==> config.mk <==
export PLATFORM = sky130hd
export DESIGN_NAME = move_tx_scheduler
export DESIGN_NICKNAME = d
export VERILOG_FILES = /design/src/rtl/paper_soccer_pkg.sv /design/src/rtl/move_fifo.sv /design/src/rtl/move_tx_scheduler.sv
export SDC_FILE = /design/constraint.sdc
export NUM_CORES = 1
export LEC_CHECK = 0
export ABC_AREA = 1
export ABC_CLOCK_PERIOD_IN_PS = 2300
export CAP_MARGIN = 10
export CORE_UTILIZATION = 45
export CTS_BUF_LIST = sky130_fd_sc_hd__clkbuf_16
export CTS_CLUSTER_SIZE = 30
export DETAILED_ROUTE_END_ITERATION = 10
export PLACE_DENSITY = 0.67
export SLEW_MARGIN = 20
export SYNTH_ARGS = -nofsm -noshare
export SYNTH_HDL_FRONTEND = slang
export SYNTH_SLANG_ARGS = --single-unit
==> constraint.sdc <==
create_clock -name clk -period 2.3 [get_ports clk]
set_input_delay 0.46 -clock clk [delete_from_list [all_inputs] [get_ports clk]]
set_output_delay 0.46 -clock clk [all_outputs]
set_load 0.01 [all_outputs]
==> src/rtl/paper_soccer_pkg.sv <==
// Protocol characters and transmit-scheduler state encoding shared by the
// local transmit scheduler and the receive-side frame decoder.
package paper_soccer_pkg;

  localparam logic [7:0] CHAR_W     = 8'h77;
  localparam logic [7:0] CHAR_L     = 8'h6C;
  localparam logic [7:0] CHAR_C     = 8'h63;
  localparam logic [7:0] CHAR_R     = 8'h72;
  localparam logic [7:0] CHAR_B     = 8'h62;
  localparam logic [7:0] CHAR_OPEN  = 8'h7B;
  localparam logic [7:0] CHAR_CLOSE = 8'h7D;
  localparam logic [7:0] CHAR_LF    = 8'h0A;

  typedef enum logic [2:0] {
    ST_IDLE,
    ST_OPEN,
    ST_MOVE,
    ST_CLOSE,
    ST_CTRL,
    ST_GUARD,
    ST_WAIT,
    ST_INFRAME
  } sched_state_t;

  // Remembers which kind of byte is in flight so WAIT knows where to return.
  typedef enum logic [1:0] {
    K_OPEN,
    K_MOVE,
    K_CLOSE,
    K_CTRL
  } tx_kind_t;

endpackage

==> src/rtl/move_fifo.sv <==
// Small synchronous FIFO holding queued move bytes; push and pop may
// happen in the same cycle.
module move_fifo #(
  parameter int DEPTH = 4,
  parameter int WIDTH = 8
) (
  input  logic             clk,
  input  logic             rst_n,
  input  logic             push,
  input  logic [WIDTH-1:0] push_data,
  input  logic             pop,
  output logic [WIDTH-1:0] pop_data,
  output logic             full,
  output logic             empty
);

  localparam int AW = (DEPTH > 1) ? $clog2(DEPTH) : 1;
  localparam logic [AW:0] DEPTH_C = (AW+1)'(DEPTH);

  logic [WIDTH-1:0] mem [DEPTH];
  logic [AW-1:0]    wr_ptr;
  logic [AW-1:0]    rd_ptr;
  logic [AW:0]      count;
  logic             do_push;
  logic             do_pop;

  assign full     = (count == DEPTH_C);
  assign empty    = (count == '0);
  assign do_push  = push && !full;
  assign do_pop   = pop && !empty;
  assign pop_data = mem[rd_ptr];

  always_ff @(posedge clk) begin
    if (do_push) mem[wr_ptr] <= push_data;
  end

  // Pointers wrap naturally because DEPTH is a power of two.
  always_ff @(posedge clk or negedge rst_n) begin
    if (!rst_n) begin
      wr_ptr <= '0;
      rd_ptr <= '0;
      count  <= '0;
    end else begin
      if (do_push) wr_ptr <= wr_ptr + AW'(1);
      if (do_pop)  rd_ptr <= rd_ptr + AW'(1);
      case ({do_push, do_pop})
        2'b10:   count <= count + (AW+1)'(1);
        2'b01:   count <= count - (AW+1)'(1);
        default: count <= count;
      endcase
    end
  end

endmodule

==> src/rtl/move_tx_scheduler.sv <==
// Shares the single UART transmitter between framed local moves ('{' moves '}')
// and out-of-frame control bytes.
module move_tx_scheduler
  import paper_soccer_pkg::*;
#(
  parameter int         FIFO_DEPTH = 4,
  parameter logic [7:0] OPEN_BYTE  = CHAR_OPEN,
  parameter logic [7:0] CLOSE_BYTE = CHAR_CLOSE
) (
  input  logic       clk,
  input  logic       rst_n,
  input  logic       my_turn_start,
  input  logic       turn_end,
  input  logic       move_valid,
  input  logic [7:0] move_data,
  output logic       move_ready,
  input  logic       ctrl_req,
  input  logic [7:0] ctrl_data,
  output logic       ctrl_ack,
  input  logic       TxD_busy,
  output logic       TxD_start,
  output logic [7:0] TxD_data,
  output logic       frame_open,
  output logic       frame_done,
  output logic       protocol_err
);

  sched_state_t state;
  tx_kind_t     last_kind;
  logic         turn_pending;
  logic         end_pending;

  logic         fifo_full;
  logic         fifo_empty;
  logic [7:0]   fifo_head;
  logic         bad_move;
  logic         push_ok;
  logic         pop;
  logic         start_err;
  logic         start_ok;
  logic         end_err;
  logic         end_ok;
  logic         open_issue;
  logic         close_issue;

  assign move_ready = !fifo_full;
  assign bad_move   = (move_data == OPEN_BYTE) || (move_data == CLOSE_BYTE);
  assign push_ok    = move_valid && move_ready && !bad_move;
  assign pop        = (state == ST_MOVE) && !TxD_busy;

  // A turn_end in the same cycle as an accepted my_turn_start is legal.
  assign start_err   = my_turn_start && (frame_open || turn_pending);
  assign start_ok    = my_turn_start && !start_err;
  assign end_err     = turn_end && !(frame_open || turn_pending || start_ok);
  assign end_ok      = turn_end && !end_err;
  assign open_issue  = (state == ST_OPEN) && !TxD_busy;
  assign close_issue = (state == ST_CLOSE) && !TxD_busy && fifo_empty;

  move_fifo #(
    .DEPTH (FIFO_DEPTH),
    .WIDTH (8)
  ) u_fifo (
    .clk       (clk),
    .rst_n     (rst_n),
    .push      (push_ok),
    .push_data (move_data),
    .pop       (pop),
    .pop_data  (fifo_head),
    .full      (fifo_full),
    .empty     (fifo_empty)
  );

  always_ff @(posedge clk or negedge rst_n) begin
    if (!rst_n) begin
      state        <= ST_IDLE;
      last_kind    <= K_OPEN;
      turn_pending <= 1'b0;
      end_pending  <= 1'b0;
      TxD_start    <= 1'b0;
      TxD_data     <= 8'h00;
      ctrl_ack     <= 1'b0;
      frame_open   <= 1'b0;
      frame_done   <= 1'b0;
      protocol_err <= 1'b0;
    end else begin
      TxD_start  <= 1'b0;
      ctrl_ack   <= 1'b0;
      frame_done <= 1'b0;

      if (start_err || end_err || (move_valid && move_ready && bad_move))
        protocol_err <= 1'b1;

      // Pending flags stay up until their byte is actually issued.
      if (open_issue)    turn_pending <= 1'b0;
      else if (start_ok) turn_pending <= 1'b1;
      if (close_issue)   end_pending  <= 1'b0;
      else if (end_ok)   end_pending  <= 1'b1;

      case (state)
        ST_IDLE: begin
          if (ctrl_req)                      state <= ST_CTRL;
          else if (turn_pending || start_ok) state <= ST_OPEN;
        end
        ST_OPEN: begin
          if (!TxD_busy) begin
            TxD_start  <= 1'b1;
            TxD_data   <= OPEN_BYTE;
            frame_open <= 1'b1;
            last_kind  <= K_OPEN;
            state      <= ST_GUARD;
          end
        end
        ST_MOVE: begin
          if (!TxD_busy) begin
            TxD_start <= 1'b1;
            TxD_data  <= fifo_head;
            last_kind <= K_MOVE;
            state     <= ST_GUARD;
          end
        end
        // A move that slipped in while waiting to close still belongs to this frame.
        ST_CLOSE: begin
          if (!fifo_empty) begin
            state <= ST_MOVE;
          end else if (!TxD_busy) begin
            TxD_start <= 1'b1;
            TxD_data  <= CLOSE_BYTE;
            last_kind <= K_CLOSE;
            state     <= ST_GUARD;
          end
        end
        ST_CTRL: begin
          if (!TxD_busy) begin
            TxD_start <= 1'b1;
            TxD_data  <= ctrl_data;
            ctrl_ack  <= 1'b1;
            last_kind <= K_CTRL;
            state     <= ST_GUARD;
          end
        end
        ST_GUARD: state <= ST_WAIT;
        ST_WAIT: begin
          if (!TxD_busy) begin
            case (last_kind)
              K_OPEN, K_MOVE: state <= ST_INFRAME;
              K_CLOSE: begin
                frame_open <= 1'b0;
                frame_done <= 1'b1;
                state      <= ST_IDLE;
              end
              default: state <= ST_IDLE;
            endcase
          end
        end
        ST_INFRAME: begin
          if (!fifo_empty)      state <= ST_MOVE;
          else if (end_pending) state <= ST_CLOSE;
        end
        default: state <= ST_IDLE;
      endcase
    end
  end

endmodule
==> flow_metrics.tcl, run 1 <==
set metrics [dict create \
    outcome "finished clean" \
    fin_nets 394 \
    worst_path_max_delay_cell "sky130_fd_sc_hd__clkdlybuf4s50_1" \
    critPathCaptureType "register" \
    crit_arrival_ps 2280 \
    max_slew_margin 0.6320 \
    antenna_violations_before_repair 0 \
    element_type_at_the_critical_path_start "input pin" \
    synth_compound_area_frac 0.02795 \
    tritoncts "yes" \
    worstPathCellList "clkdlybuf4s50_1 -> nand3_1 -> nor2_2 -> nand2b_1 -> nand2_1 -> ha_1 -> inv_1 -> fa_2 -> a21oi_2 -> o21ai_1 -> xor2_1" \
    num_rows 28 \
    worst_ep_required_time_ps 2490 \
    instances_no_fill 445 \
    synth-async-reset-ratio 0.4576 \
    p_clk_frac 0.289 \
    areaGrowthSynthToFinish_pct 33.99 \
    ios 37 \
    grt.total_usage 0.2162 \
    antenna_cells 0 \
    drt_drc_violations_left 0 \
    synth-warning-count 0 \
    synth_simple_gate_area_frac 0.2881 \
    core_area_sq_um 5921 \
    rsz0062_at_grt "no" \
    die_h_um 80.53 \
    synth.distinct_cells 31 \
    worstReg2RegStart "state[2]$_DFFE_PN0P_" \
    clock_sinks 59 \
    finalHoldViolations 0 \
    place.gp.congestion 0.7824 \
    proportion_of_power_drawn_by_flip_flops_and_latches 0.333 \
    cts_hold_buf 0 \
    post_synth_mux_area_share 0 \
    clock-root-buffer "sky130_fd_sc_hd__clkbuf_16" \
    power-per-cell-area_nw_per_um2 1323 \
    clk_pin_slew_worst_paths_ps 50 \
    detailed_place_hpwl_um 4137 \
    hold_path.class "register to register" \
    timing.setup.critical_path_class "input pin to register" \
    post-place-cells 428 \
    hold-path-cell-count 2 \
    floorplan.die_area_sq_um 6485 \
    clock_latency_ps 320 \
    fp.dieW_um 80.53 \
    firstDrtPassIters 4 \
    drive_gt1_frac 0.1459 \
    r2r-end "u_fifo.count[2]$_DFFE_PN0P_" \
    final.fill_count 475 \
    vdd.ir_drop.worst_v 0.0006312 \
    synth_area_per_cell_sq_um 9.313 \
    internal_dissipation_mw 3.146 \
    grt.overflow.total 0 \
    mappedNetlistNets 327 \
    clock_skew_after_layout_ps 6.769 \
    postSynthRegisterBits 59 \
    ys.flop_type "sky130_fd_sc_hd__edfxtp_1" \
    r2r_slack_ps 230 \
    mappedNetlistArea_sq_um 2775 \
    place.port_buffers 36 \
    totalNegativeSetupSlack_ps 0 \
    most_frequent_cells_in_the_layout "99 x sky130_fd_sc_hd__nand2_1, 41 x sky130_fd_sc_hd__nand3_1, 34 x sky130_fd_sc_hd__clkdlybuf4s50_1, 32 x sky130_fd_sc_hd__edfxtp_1, 28 x sky130_fd_sc_hd__inv_1" \
    route.detailed.vias_per_inst 5.045 \
    grt_pass1_wl_um 10280 \
    critical_path.max_stage_delay_ps 480 \
    final_period_minus_worst_setup_slack_ps 2086 \
    postRouteAntennaNets 0 \
    drv_slew 0 \
    cts_htree_levels 3 \
    p_sw_mw 1.774 \
    rr_worst_depth 11 \
    finalCritPeriodShare 0.9072 \
    power.combinational.fraction 0.379 \
    max_cap_violations 0 \
    synth_xor_xnor_area_share 0.009468 \
    worstPathMaxFanout 2 \
    post_route_wl_um 6232 \
    detail_route.iter0.violations 137 \
    wl_per_cell_um 14.00 \
    report.final.setup_viol 0 \
    initial_utilization 0.4687 \
    synth_top_family_by_area "simple AND/OR/NAND/NOR gates" \
    cts_max_path_buffers 2 \
    fmaxAchievable_ghz 0.4793 \
    first_global_vias 2164 \
    worstHoldEndpoint "TxD_data[6]$_DFFE_PN0P_" \
    post_synth_edffs 32 \
    via_count 2245 \
    seq_area_frac_synth 0.5897 \
    switching_share 0.3605 \
    grt_start_max_net_pins 28 \
    critical_path.startpoint "move_data[3]" \
    worst-slew-pin-transition_ps 551.4 \
    cts_buffers 9 \
    synth_area_in_adders 0.02976 \
    layout.cells.most_common "sky130_fd_sc_hd__nand2_1" \
    hold_path_startpoint "TxD_data[6]$_DFFE_PN0P_" \
    power.static_leakage_nw 1.684 \
    cells_after_synthesis 298 \
]
==> synth_stat cells (2+ instances only) <==
| master | n | area share |
|---|---|---|
| sky130_fd_sc_hd__nand3_1 | 41 | 0.074 |
| sky130_fd_sc_hd__nor2_1 | 26 | 0.035 |
| sky130_fd_sc_hd__inv_2 | 3 | 0.0041 |
| sky130_fd_sc_hd__nor2_2 | 2 | 0.0045 |
| sky130_fd_sc_hd__buf_2 | 3 | 0.0054 |
| sky130_fd_sc_hd__a21oi_1 | 3 | 0.0054 |
| sky130_fd_sc_hd__nand3_2 | 2 | 0.0072 |
| sky130_fd_sc_hd__edfxtp_1 | 32 | 0.35 |
| sky130_fd_sc_hd__xor2_1 | 2 | 0.0063 |
| sky130_fd_sc_hd__nand4_1 | 2 | 0.0045 |
| sky130_fd_sc_hd__inv_1 | 28 | 0.038 |
| sky130_fd_sc_hd__nand2_1 | 99 | 0.13 |
| sky130_fd_sc_hd__dfrtp_1 | 27 | 0.24 |
| sky130_fd_sc_hd__o21ai_0 | 5 | 0.0090 |
| sky130_fd_sc_hd__nand3b_1 | 2 | 0.0054 |
| sky130_fd_sc_hd__ha_1 | 5 | 0.023 |
| sky130_fd_sc_hd__nand3_4 | 2 | 0.013 |
==> critical path: cells and delay by family <==
family / cells / cell delay [ps]
adders and majority gates: 2 / 490
AOI/OAI and AO/OA: 2 / 210
and+or+nand+nor: 4 / 440
buffers and inverters: 2 / 540
xor gates and xnor gates: 1 / 150
==> metrics by stage <==
| stage | power, mW | hold slack (ps) | util | cell area (sq um) | worst slack, ps |
|---|---|---|---|---|---|
| after global routing | 5.246 | 490.1 | 0.6281 | 3719 | 44.11 |
| after global placement | 3.430 | 461.5 | 0.5708 | 3379 | -212.7 |
| after detailed placement | 3.486 | 455.8 | 0.5708 | 3379 | -285.8 |
| final | 4.920 | 473.3 | 0.6281 | 3719 | 213.5 |
| after CTS | 4.931 | 479.9 | 0.6245 | 3697 | 46.60 |
| after floorplan | 2.828 | 164.4 | - | 2775 | 235.6 |
==> state kept, by name, indices dropped and copies added (netlist names) <==
register,flops
u_fifo.mem,32
TxD_data,8
state,3
u_fifo.count,3
last_kind,2
u_fifo.rd_ptr,2
u_fifo.wr_ptr,2
TxD_start,1
ctrl_ack,1
end_pending,1
frame_done,1
frame_open,1
protocol_err,1
turn_pending,1
==> metal layers <==
| metal | wire length, um | track usage |
|---|---|---|
| met5 | 0 | 0 |
| met2 | 3024 | 0.3542 |
| met3 | 298 | 0.04205 |
| met4 | 128 | 0.09821 |
| met1 | 2780 | 0.2753 |
==> cell type report <==
| type | instances | area, sq um | area share |
|---|---|---|---|
| clock buffers | 9 | 225.2 | 0.06057 |
| inverters | 32 | 122.6 | 0.03297 |
| clock inverters | 7 | 92.59 | 0.02490 |
| flip-flops and latches | 59 | 1637 | 0.4401 |
| multi-input cells | 202 | 994.7 | 0.2675 |
| repair buffers | 61 | 553.0 | 0.1487 |
| well taps | 75 | 93.84 | 0.02524 |
==> power groups by stage <==
stage	Combinational [mW]	Sequential, mW	Clock [mW]
final	1.86	1.64	1.42
after detailed placement	1.84	1.65	0
after floorplan	1.17	1.66	0
after global routing	2.10	1.67	1.48
after CTS	1.86	1.64	1.43
after global placement	1.79	1.64	0
==> worst max-delay path by stage <==
| stage | end | slack [ps] | depth (start not counted) |
|---|---|---|---|
| floorplan | u_fifo.count[2]$_DFFE_PN0P_ | 240 | 11 |
| detailed placement | u_fifo.count[2]$_DFFE_PN0P_ | -290 | 12 |
| global route | u_fifo.count[2]$_DFFE_PN0P_ | 40 | 11 |
| finish | u_fifo.count[2]$_DFFE_PN0P_ | 210 | 11 |
| CTS | u_fifo.count[2]$_DFFE_PN0P_ | 50 | 12 |
| global placement | u_fifo.count[2]$_DFFE_PN0P_ | -210 | 12 |
==> kinds of logic after synthesis <==
kind of cell / after synthesis
XOR/XNOR: 3
flip-flops: 59
AND/OR/NAND/NOR: 180
adder cells (fa/ha/maj): 6
AO/OA/AOI/OAI: 13
buffers and inverters: 37
==> what timing repair did <==
action                                 CTS  global route
endpoints found under the hold margin    0             0
resized for setup                        0             6
setup endpoints to repair                0             1
buffers inserted                         0             1
No activity file was read; power rests on OpenSTA's default activity.
==> inputs of run 2 (changes only) <==
CTS_CLUSTER_DIAMETER = 30   (was not set)
DONT_BUFFER_PORTS = 1   (was not set)
PLACE_DENSITY = 0.6   (was 0.67)
==> flow_metrics.tcl, run 2 (same netlist as run 1, synthesis figures left out) <==
set metrics [dict create \
    area_post_placement_sq_um 2914 \
    post-place-cells 378 \
    detail_route.iter0.violations 150 \
    finalInstanceArea_sq_um 3269 \
    most_frequent_cells_in_the_layout "99 x sky130_fd_sc_hd__nand2_1, 41 x sky130_fd_sc_hd__nand3_1, 32 x sky130_fd_sc_hd__edfxtp_1, 28 x sky130_fd_sc_hd__inv_1" \
    max_slew_margin 0.6316 \
    antenna_cells 0 \
    floorplan.die_area_sq_um 6485 \
    postRouteAntennaNets 0 \
    clock_skew_after_layout_ps 6.025 \
    proportion_of_power_drawn_by_flip_flops_and_latches 0.362 \
    power.static_leakage_nw 1.479 \
    cts_buffers 9 \
    hold_path.class "input pin to register" \
    internal_dissipation_mw 2.945 \
    power-per-cell-area_nw_per_um2 1422 \
    total_power_mw 4.649 \
    finalHoldViolations 0 \
    report.final.setup_viol 0 \
    worst_path_max_delay_cell "sky130_fd_sc_hd__dfrtp_1" \
    register_containing_the_most_flip_flops_in_the_final_layout "u_fifo.mem" \
    route.detailed.vias_per_inst 5.078 \
    drv_slew 0 \
    grt_pass1_wl_um 9632 \
    switching_share 0.3665 \
    worst-slew-pin-transition_ps 552.0 \
    drive_gt1_frac 0.1238 \
    top_regs "u_fifo.mem: 32 flops, TxD_data: 8 flops" \
    power.combinational.fraction 0.341 \
    first_global_vias 1955 \
    worst_ep_required_time_ps 2500 \
    placement.setup.worst_slack_ps 143.1 \
    worstPathMaxFanout 6 \
    instances_no_fill 398 \
    critPathCaptureType "register" \
    cp_top_family "adder cells" \
    place.gp.congestion 0.8821 \
    initial_utilization 0.4687 \
    grt.total_usage 0.2107 \
    critical_path.max_stage_delay_ps 440 \
    via_count 2021 \
    die_h_um 80.53 \
    cts_htree_levels 3 \
    wl_per_cell_um 14.60 \
    num_rows 28 \
    post_route_wl_um 5812 \
    setup_ws_ps 138.7 \
    fin_nets 347 \
    crit_arrival_ps 2360 \
    cp_num_buf_inv 4 \
    cts_max_path_buffers 2 \
    clock-root-buffer "sky130_fd_sc_hd__clkbuf_16" \
    clock_latency_ps 330 \
    grt_start_max_net_pins 28 \
    largest_register_ff_count 32 \
    max_cap_violations 0 \
    worstPathCellList "inv_2 -> nand3_2 -> inv_2 -> nand3_1 -> inv_1 -> ha_1 -> inv_1 -> fa_1 -> a21oi_1 -> o21ai_0 -> xor2_1" \
    drt_drc_violations_left 0 \
    vdd.ir_drop.worst_v 0.0006037 \
    element_type_at_the_critical_path_start "register" \
    timing.setup.critical_path_class "register to register" \
    areaGrowthSynthToFinish_pct 17.81 \
    antenna_violations_before_repair 0 \
    ios 37 \
    hold_ws_ps 191.3 \
    fp.dieW_um 80.53 \
    p_clk_frac 0.297 \
    firstDrtPassIters 4 \
    final_period_minus_worst_setup_slack_ps 2161 \
    grt.overflow.total 0 \
    clk_pin_slew_worst_paths_ps 50 \
    detailed_place_hpwl_um 3968 \
    layout.cells.most_common "sky130_fd_sc_hd__nand2_1" \
    place.port_buffers 0 \
    fmaxAchievable_ghz 0.4627 \
    core_area_sq_um 5921 \
    tritoncts "yes" \
    finalCritPeriodShare 0.9397 \
    clock_sinks 59 \
    final.fill_count 503 \
    outcome "finished clean" \
    p_sw_mw 1.704 \
]
## run 2: final timing paths
kind                                                from                           to  slack (ps)  cells after the start
worst max-delay path                state[2]$_DFFE_PN0P_  u_fifo.count[2]$_DFFE_PN0P_         140                     11
worst min-delay path                            TxD_busy           ctrl_ack$_DFF_PN0_         190                      1
worst max register to register      state[2]$_DFFE_PN0P_  u_fifo.count[2]$_DFFE_PN0P_         140                     11
worst min register to register  last_kind[0]$_DFFE_PN0P_         frame_done$_DFF_PN0_         490                      1
max in group asynchronous                          rst_n         state[0]$_DFFE_PN0P_        1560                      2
min in group asynchronous                          rst_n      TxD_data[5]$_DFFE_PN0P_         580                      2
## run 2: power groups by stage
| stage | sequential, mW | clock (mW) | combinational (mW) |
|---|---|---|---|
| after floorplan | 1.66 | 0 | 1.17 |
| after global placement | 1.69 | 0 | 1.53 |
| after detailed placement | 1.69 | 0 | 1.54 |
| after CTS | 1.68 | 1.39 | 1.58 |
| after global routing | 1.72 | 1.44 | 1.85 |
| final | 1.68 | 1.38 | 1.59 |
## run 2: metal layers
layer / part of all wire / track usage / vias up / wire length [um]
li1: - / - / 1020 / -
met1: 0.46 / 0.2775 / 941 / 2664
met2: 0.45 / 0.2975 / 52 / 2605
met3: 0.075 / 0.07159 / 8 / 435
met4: 0.018 / 0.1250 / 0 / 106
met5: 0 / 0 / - / 0
## run 2: final cells by class
cell class,instances,area [sq um],area share
sequential,59,1638,0.5010
multi-input combinational,202,985.9,0.3016
clock buffer,9,225.2,0.06889
inverter,32,122.6,0.03750
timing repair buffer,14,120.1,0.03674
tap,75,93.84,0.02870
clock inverter,7,83.83,0.02564
## run 2: through the flow
stage	utilization	setup TNS, ps
floorplan	-	0
global placement	0.4922	0
detailed placement	0.4922	0
CTS	0.5495	0
global route	0.5522	-6.676
finish	0.5522	0
## run 2: what timing repair did
| action | CTS | global route |
|---|---|---|
| setup buffers | 0 | 2 |
| resized for setup | 0 | 2 |
| hold endpoints to repair | 27 | 0 |
| hold buffers | 2 | 0 |
| endpoints found under the setup margin | 0 | 1 |
==> inputs of run 3 (changes only) <==
SLEW_MARGIN = 5   (was 20)
==> results of run 3 <==
Same layout as run 2: the final DEF is identical, and so are final timing and power.
==> edit: new RTL, flow settings as in run 2 <==
Set the parameter `FIFO_DEPTH` to 8 (it was 4).
--- a/src/rtl/move_tx_scheduler.sv
+++ b/src/rtl/move_tx_scheduler.sv
@@ -5,3 +5,3 @@
 #(
-  parameter int         FIFO_DEPTH = 4,
+  parameter int         FIFO_DEPTH = 8,
   parameter logic [7:0] OPEN_BYTE  = CHAR_OPEN,
Check against the original RTL: not equivalent (Yosys sat finds a counterexample within 10 cycles, from zero or initial values and one cycle with rst_n low).
==> edit against run 2 <==
  * Routed wire length rose by 64%
  * Power rose by 33%
  * Area after synthesis rose by 59%
  * Critical path type unchanged
  * Design area rose by 51%
  * Via count rose by 52%
  * Sequential cell count rose by 35
  * Setup slack improved by 0.028 ns
  * Clock skew barely moved
  * Non-clock buffer count rose by 7
==> edit: results (changes against run 2) <==
| Metric | Value |
|---|---|
| First-pass DRT Iterations | 6 (+2) |
| TritonCTS Buffers | 9 (unchanged) |
| Static leakage | 2.090 nW (+41%) |
| Synthesized netlist net count | 484 (+48%) |
| Post-synth top cells | nand2_1, nor2_1, edfxtp_1 |
| Global Route Usage Sum | 20.44% (-0.63 points) |
| Max H-tree Level | 3 (unchanged) |
| Vias in the first global route | 2,951 (+51%) |
| Dominant synthesized flop cell | edfxtp_1 |
| Rel. slew slack | 65.91% (+2.8 points) |
| Register-to-Register Path Depth | 10 (-1) |
| Status | completed |
| Routability cong. | 0.8659 (-1.8%) |
| Worst vdd ir | 0.5789 mV (-4.1%) |
| Root buffer cell | clkbuf_16 |
| Synth top area cells | edfxtp_1, dfrtp_1, nand2_1, nand3_1, nor2_1 |
| Tightest Hold Check Type | primary input to register |
| Largest net degree at the start of global routing | 35 (+25%) |
| Diodes inserted | 0 (unchanged) |
| First-pass GRT wire length | 15.38 mm (+60%) |
| Mean routed wirelength per cell | 15.68 um (+7.4%) |
| DR iter-0 viols | 271 (+81%) |
| Final Hold Vio Count | 0 (unchanged) |
| Fill cell count | 876 (+74%) |
| Max Buffers Root-to-Sink | 2 (unchanged) |
| Layout Nets | 501 (+44%) |
| Share of layout cells above drive strength 1 | 14.23% (+1.8 points) |
| Worst-path maximum fanout | 5 (-1) |
| Leading registers by flop count | u_fifo.mem: 64 flops, TxD_data: 8 flops, u_fifo.count: 4 flops |
| Worst hold stages | 1 (unchanged) |
| Clock Skew | 0.006093 ns (+0.00006772 ns) |
| Yosys warnings | 0 (unchanged) |
| Antenna violations before repair | 0 (unchanged) |
| CP arrival | 2.34 ns (-0.02 ns) |
| Ys async rst share | 31.91% (-14 points) |
| IO buf count | 0 (unchanged) |
| Sequential share of the synthesized area | 60.68% (+1.7 points) |
| Clock Latency Late Sink | 0.33 ns (about the same) |
| Vias per cell | 5.049 (-0.56%) |
| Cell Area, Placed | 4616 um^2 (+58%) |
| Final HPWL DP | 6.354 mm (+60%) |
| Unique masters post-synth | 35 (+13%) |
| Clock slew at reported path FFs | 0.07 ns (+0.02 ns) |
| Post-synth EDFFs | 64 (+100%) |
-- edit: cell count changes after synthesis, moves of 3 or more --
cell / change
inv_1: +18
dfrtp_1: +3
nand3_1: +10
nand2_2: +4
a21oi_2: +5
o21ai_0: +17
edfxtp_1: +32
buf_2: +5
nor2_2: +4
nor2_1: +41
xor2_1: +3
-- edit: timing repair --
item,CTS,global route
setup endpoints to repair,0,1
hold buffers,2,0
endpoints found under the hold margin,30,0
resized for setup,0,1
buffers inserted,0,0
-- edit: area by class of cell --
| cell class | count | share of cell area (%) |
|---|---|---|
| Sequential cell | 94 | 54.17 |
| Multi-Input combinational cell | 295 | 29.42 |
| Clock buffer | 9 | 4.565 |
| Inverter | 52 | 3.956 |
| Timing Repair Buffer | 21 | 3.500 |
| Tap cell | 129 | 3.272 |
| Clock inverter | 7 | 1.116 |
-- edit: power by group --
part	total (mW)	switching, mW	internal [mW]
clock network	1.39	0.638	0.748
registers	2.41	0.239	2.18
logic	2.37	1.57	0.799
-- edit: per-layer routing --
layer  track usage [%]  part of all wire [%]  wire [um]  vias up
met5                 0                     0          0        -
met4             5.128                   1.2        112        0
met3             4.508                   5.9        566       10
met2             32.35                    47       4441       92
met1             28.71                    46       4395     1438
li1                  -                     -          -     1525
-- edit: path summary, 6_finish.rpt --
kind / start / end / slack (ns)
max: u_fifo.count[1] / u_fifo.count[2] / 0.17
min: TxD_busy / ctrl_ack / 0.19
max reg2reg: u_fifo.count[1] / u_fifo.count[2] / 0.17
min reg2reg: last_kind[1] / last_kind[1] / 0.52
max in group asynchronous: rst_n / TxD_data[5] / 1.57
min in group asynchronous: rst_n / frame_done / 0.56
-- edit: cell families (layout without fill, tap and decap cells) --
group	Yosys count	in the layout	synth area share, %
AO/OA/AOI/OAI	39	39	5.199
XOR/XNOR	7	7	1.392
adder cells (fa/ha/maj)	5	5	1.420
buffers and inverters	67	89	6.534
flip-flops	94	94	60.68
AND/OR/NAND/NOR	244	244	24.77
-- edit: critical path, cell delays in order, from the launching register on --
cell and delay [ns]:
dfrtp_1 0.47, nor2_4 0.18, nand2_2 0.08, nand3_1 0.14
inv_2 0.08, ha_1 0.26, xor2_2 0.21, ha_1 0.21
a21oi_1 0.14, xor2_1 0.14, o21ai_0 0.09
-- edit: per-stage QoR --
| stage | utilization (%) | setup WS, ns | std cells |
|---|---|---|---|
| finish | 52.64 | 0.1671 | 607 |
| global placement | 49.25 | 0.2082 | 589 |
| detailed placement | 49.25 | 0.1847 | 589 |
| CTS | 52.56 | 0.1687 | 607 |
| floorplan | - | 0.2765 | 456 |
| global route | 52.64 | 0.01061 | 607 |
